`config.mk`:
```
export PLATFORM = sky130hd
export DESIGN_NAME = step_counter
export DESIGN_NICKNAME = d
export VERILOG_FILES = /design/src/rtl/step_counter.sv
export SDC_FILE = /design/constraint.sdc
export NUM_CORES = 1
export LEC_CHECK = 0
export CAP_MARGIN = 10
export CELL_PAD_IN_SITES_DETAIL_PLACEMENT = 1
export CELL_PAD_IN_SITES_GLOBAL_PLACEMENT = 1
export CORE_AREA = 2 2 39 41
export CTS_CLUSTER_DIAMETER = 120
export DETAILED_ROUTE_END_ITERATION = 7
export DIE_AREA = 0 0 41 43
export GPL_TIMING_DRIVEN = 0
export PLACE_DENSITY_LB_ADDON = 0.08
export SKIP_LAST_GASP = 1
export SYNTH_ARGS = -nofsm -noshare
export SYNTH_HDL_FRONTEND = slang
export SYNTH_SLANG_ARGS = --single-unit
```
`constraint.sdc`:
```
create_clock -name clk -period 1.3 [get_ports clk]
set_clock_uncertainty 0.1 [all_clocks]
set_input_delay 0.26 -clock clk [delete_from_list [all_inputs] [get_ports clk]]
set_output_delay 0.26 -clock clk [all_outputs]
set_load 0.02 [all_outputs]
```
`src/rtl/step_counter.sv`:
```
// step_counter: modulo-MODULUS counter that steps by STEP up or down per enabled
// cycle, either wrapping or clamping at the ends (SATURATE). A parallel load with
// range check is provided. wrap and load_err are one-cycle event pulses for the
// downstream bit-accounting logic.
module step_counter #(
  parameter int WIDTH    = 3,
  parameter int STEP     = 3,
  parameter int MODULUS  = 8,
  parameter int SATURATE = 0
) (
  input  logic             clk,
  input  logic             reset,
  input  logic             en,
  input  logic             up,
  input  logic             load,
  input  logic [WIDTH-1:0] data,
  output logic [WIDTH-1:0] count,
  output logic             wrap,
  output logic             at_limit,
  output logic             load_err
);

  // Constants carried in WIDTH+1 bits so count+STEP and MODULUS itself
  // (which may equal 2**WIDTH) are represented without truncation.
  localparam logic [WIDTH:0]   STEP_X  = (WIDTH+1)'(STEP);
  localparam logic [WIDTH:0]   MOD_X   = (WIDTH+1)'(MODULUS);
  localparam logic [WIDTH-1:0] LIMIT   = WIDTH'(MODULUS - 1);

  // Parameter legality is enforced at elaboration; a bad combination
  // would silently produce counts outside 0..MODULUS-1.
  generate
    if (STEP < 1 || STEP >= MODULUS) begin : g_bad_step
      $error("step_counter: STEP=%0d must satisfy 1 <= STEP < MODULUS=%0d", STEP, MODULUS);
    end
    if (MODULUS < 2 || MODULUS > (1 << WIDTH)) begin : g_bad_modulus
      $error("step_counter: MODULUS=%0d must satisfy 2 <= MODULUS <= 2**WIDTH (WIDTH=%0d)",
             MODULUS, WIDTH);
    end
  endgenerate

  // Upward step. Result packs {event_flag, next_count}; the flag marks
  // a wrap (SATURATE=0) or a clamp at MODULUS-1 (SATURATE=1).
  function automatic logic [WIDTH:0] step_up_f(input logic [WIDTH-1:0] c);
    logic [WIDTH:0] s;
    s = {1'b0, c} + STEP_X;
    if (s >= MOD_X) begin
      if (SATURATE != 0) begin
        return {1'b1, LIMIT};
      end
      return {1'b1, WIDTH'(s - MOD_X)};
    end
    return {1'b0, s[WIDTH-1:0]};
  endfunction

  // Downward step, same packing. Underflow is detected before subtracting
  // so the arithmetic never goes negative; c+MODULUS-STEP stays below MODULUS.
  function automatic logic [WIDTH:0] step_dn_f(input logic [WIDTH-1:0] c);
    logic [WIDTH:0] cx;
    cx = {1'b0, c};
    if (cx < STEP_X) begin
      if (SATURATE != 0) begin
        return {1'b1, {WIDTH{1'b0}}};
      end
      return {1'b1, WIDTH'(cx + MOD_X - STEP_X)};
    end
    return {1'b0, WIDTH'(cx - STEP_X)};
  endfunction

  // Range check for a parallel load.
  function automatic logic load_bad_f(input logic [WIDTH-1:0] d);
    return ({1'b0, d} >= MOD_X);
  endfunction

  logic [WIDTH:0] step_next;

  // Candidate next value and event flag for an enabled step in the current direction.
  always_comb begin
    step_next = up ? step_up_f(count) : step_dn_f(count);
  end

  // Count register and event pulses; priority reset > load > step > hold.
  always_ff @(posedge clk) begin
    if (reset) begin
      count    <= '0;
      wrap     <= 1'b0;
      load_err <= 1'b0;
    end else if (load) begin
      wrap <= 1'b0;
      if (load_bad_f(data)) begin
        count    <= '0;
        load_err <= 1'b1;
      end else begin
        count    <= data;
        load_err <= 1'b0;
      end
    end else if (en) begin
      count    <= step_next[WIDTH-1:0];
      wrap     <= step_next[WIDTH];
      load_err <= 1'b0;
    end else begin
      wrap     <= 1'b0;
      load_err <= 1'b0;
    end
  end

  // Limit in the current direction, combinational on count and up.
  assign at_limit = up ? (count == LIMIT) : (count == '0);

endmodule

```
# == Word level (Yosys, flattened, before mapping) ==
# Cells that the tools add are included.
# classes
n_addsub,5
order_cmp,2
n_eq_ne,1
mux,10
bitwise_logic,1
reduce_logical,3
# op_table
cell,n
two-way mux 4 bit,5
two-way mux 3 bit,2
subtractor 3 x 2 -> 3 bit (second input constant),2
adder 3 x 2 -> 4 bit (second input constant),1
greater-or-equal comparator 4 bit (second input constant),1
adder 3 x 1 -> 3 bit (second input constant),1
equality test 3 bit (second input constant),1
zero test 3 bit,1
less-than comparator 3 x 2 -> 1 bit (second input constant),1
two-way mux 1 bit,3
OR reduction 3 bit,1
subtractor 3 x 1 -> 3 bit (second input constant),1
nonzero test 2 bit,1
inverter 1 bit,1
# totals
register_bits,4
elab_cells,24

# == Longest topological paths before layout ==
# depth
depth_word,7
depth_mapped,5
mapped_depth_nobuf,5

# == Least setup slack after synthesis ==
# OpenSTA, ideal clock, no wires.
# synth_timing
path_kind,register -> register
start,reg count[0]
end,reg count[1]
setup_time_ns,0.066
arrival_ns,1.436
path_slack_ns,-0.302
path_stages_with_launch,6
synth_period_minus_slack_ns,1.602
cell_sequence,dfxtp_1 > inv_1 > ha_1 > xnor2_1 > a211o_1 > a21oi_2
# synth_via
elab_chain_len,7
word_cells_on_any_way,16
# synth_lines
item,line,source
start: declaration,17,"output logic [WIDTH-1:0] count,"
start signal: assignment,93,count <= data;
start signal: assignment,97,count <= step_next[WIDTH-1:0];
adder 3 x 2 -> 4 bit or adder 3 x 1 -> 3 bit (tied branches),"45, 64",
"greater-or-equal comparator 4 bit, or another cell as far along",46,if (s >= MOD_X) begin
"two-way mux 1 bit, or another cell as far along",46,
two-way mux 4 bit (on tied branches),"52, 66",
two-way mux 4 bit (*),78,step_next = up ? step_up_f(count) : step_dn_f(count);
two-way mux 3 bit (*),96,end else if (en) begin
two-way mux 3 bit (*),87,end else if (load) begin
# Every way passes the cells marked *; elsewhere a longest branch is shown, timed or not. The select of a mux whose other input is x is not followed.
# A chain may end at the register's enable or synchronous reset.

# == Worst setup path after layout ==
# layout_timing
start,reg count[0]
end,out at_limit
# layout_via
elab_chain_len,2
word_cells_on_any_way,3
# layout_lines
item,line,source
equality test 3 bit or zero test 3 bit (tied branches),107,assign at_limit = up ? (count == LIMIT) : (count == '0);
two-way mux 1 bit (*),107,
end: declaration,19,"output logic at_limit,"
# Every way passes the cells marked *; elsewhere a longest branch is shown, timed or not.

==> results.yml <==
worst_setup_path:
  cp_cell_sequence: "ha_4, ha_4, a22o_4, buf_6"
  critPathMaxFanout: 4
  cpMostUsedCell: "ha_4"
  cp.required_ps: 940
  path_class: "register to primary output"
  cp_slowest_stage_delay_ps: 360
  critical_path.slowest_cell: "dfxtp_4"
  cp.arrival_ps: 1280
  crit_buf_inv: 1
  critPathTopFamily: "flip-flops"
  end_kind: "primary output"
  start_kind: "register"
  rrSetupSlack_ps: -110
global_route:
  grt_pass1_vias: 347
  overflow: 0
  grt_pass1_wl_um: 1660
  track_usage_pct: 14.6
  grt.busiest_layer: "met2"
  grt_max_degree: 8
  use_met1_pct: 16.7
  antenna_found_initial: 0
  grtUsageMet2_pct: 23.4
  met3_usage_pct: 6.28
sta:
  hold_violations: 0
  fin_ws_ps: -337
  setup_viol_count_final: 3
  maxSlewViolCount: 0
  post-route-period-util_pct: 126
  max_freq_mhz: 611
  fin_tns_setup_ps: -452
  fin_crit_ps: 1640
  rsz0062_at_grt: "true"
synthesis:
  synth_ff_type: "dfxtp_1"
  yosysSeqAreaShare_pct: 27.8
  synthCells: 33
  ys_top_cells_by_area: "dfxtp_1 28%, ha_1 17%, xnor2_1 6.1%"
  syn_avg_cell_area_sq_um: 8.72
  synth_warnings: 0
  netlist_top_cells_count: "4 x dfxtp_1, 4 x ha_1, 4 x nor2_1"
  syn_nets: 45
  synth-edff-count: 0
  synthArstFlopShare_pct: 0
  yosys.area.top_type: "dfxtp_1"
  synth_cell_types: 21
  synth_top_cell_area_share_pct: 27.8
  ys_seq_elements: 4
  netlist_area_sq_um: 288
placed_design:
  port_buffers: 11
  post-dp-hpwl_um: 703
  pre_cts_ws_ps: -812
  gp_routability_congestion: 0.604
route:
  detail_route.vias_per_cell: 4.53
  drt_pre_antenna_iters: 2
  drtIter0Drc: 3
  route.detailed.drc: 0
  avgRoutedWirePerCell_um: 13.5
  vias: 308
  wl_um: 919
  ant_nets: 0
cells_and_area:
  drive_gt1_share_pct: 53.8
  nets: 65
  antenna_cells: 0
  syn_to_final_growth_pct: 102
  filler_cell_count: 151
pwr:
  power_density_nw_per_um2: 890
  p_leak_nw: 0.232
  vdd_drop_max_uv: 516
clock_network:
  cts_buffer_depth: 2
  clk_latency_ps: 240
  cts_max_level: 1
  clock_sinks: 4
  path_clk_slew_ps: 40
  cts_made_buffers: 3
  root_buffer: "clkbuf_4"
  cts_hold_buf: 0
  tritoncts: "yes"
floorplan:
  core_area_sq_um: 1380
  io_pins: 14
  die_area_sq_um: 1760
  chipHeight_um: 43
  fp-row-count: 14
  die_w_um: 41
  initial_core_util_pct: 20.8
run:
  max_cap_violations: 0
hold_path:
  hold_class: "input port to register"
run_status:
  failed_checks: "setup timing"
  status: "finished with violations"
## logic make-up after synthesis
family                   after synthesis  share of synthesized area [%]
buffers and inverters                  4                           6.52
XOR/XNOR                               3                           9.13
other                                  1                           1.30
adder cells (fa/ha/maj)                4                           17.4
flip-flops                             4                           27.8
AND/OR/NAND/NOR                        7                           11.3
multiplexers                           1                           3.48
AO/OA/AOI/OAI                          9                           23.0
## cell type report
cell class | count | area [sq um] | share of cell area, %
sequential | 4 | 91.3 | 15.7
tap | 16 | 20.0 | 3.44
inverter | 2 | 15.0 | 2.58
clock buffer | 4 | 26.3 | 4.52
buffer | 2 | 11.3 | 1.94
multi-input combinational | 25 | 275 | 47.3
timing repair buffer | 15 | 143 | 24.5
## power breakdown
group          internal, W  switching (W)
Combinational     0.000107      0.0000888
Sequential        0.000132      0.0000178
Clock             0.000116      0.0000568
## sequential cells by signal (all words and copies together) (netlist names)
signal / count
count: 3
wrap: 1
## worst reg2reg max path: cells and delay by family, from the launching register on
kind                       cells  cell delay, ps
AOI/OAI and AO/OA              2             380
DFF                            1             370
adders and majority gates      1             220
buffers and inverters          2             140
xor gates and xnor gates       1             120
## worst paths after layout
path,cells past startpoint,from,to
worst min register to register,2,count[2]$_SDFFE_PP0P_,wrap$_SDFF_PP0_
worst max register to register,6,count[1]$_SDFFE_PP0P_,count[1]$_SDFFE_PP0P_
worst min-delay path,3,load,count[1]$_SDFFE_PP0P_
worst max-delay path,4,count[0]$_SDFFE_PP0P_,at_limit
## placed cells by master, fill, tap and decap left out, drive strengths merged, types with 2 or more instances in the layout
cell type      n
buf            6
dfxtp          4
inv            2
nor2           4
xnor2          2
ha             4
a21oi          3
clkbuf         7
clkdlybuf4s50  5
dlygate4sd2    2
## per-stage QoR
step | power, W | util [%] | area (sq um) | hold slack (ps) | std cells
floorplan | 0.000240 | - | 347 | 213 | 33
detailed placement | 0.000307 | 34.4 | 477 | 478 | 60
global route | 0.000556 | 42.0 | 582 | 357 | 68
CTS | 0.000522 | 41.2 | 571 | 313 | 67
global placement | 0.000298 | 34.4 | 477 | 464 | 60
finish | 0.000518 | 42.0 | 582 | 327 | 68
## metal layers
metal	share of wire (%)	vias up	wire (um)
met4	0	0	0
li1	-	150	-
met1	39	150	356
met5	0	-	0
met3	4.4	0	40
met2	57	8	522
## timing repair
action | in CTS | in global routing
buffers inserted | 3 | 1
gates resized for setup | 22 | 5
endpoints found under the setup margin | 8 | 5
gates cloned | 0 | 0
pin swaps | 6 | 6
Note: power is estimated with default switching activity, not from simulation.
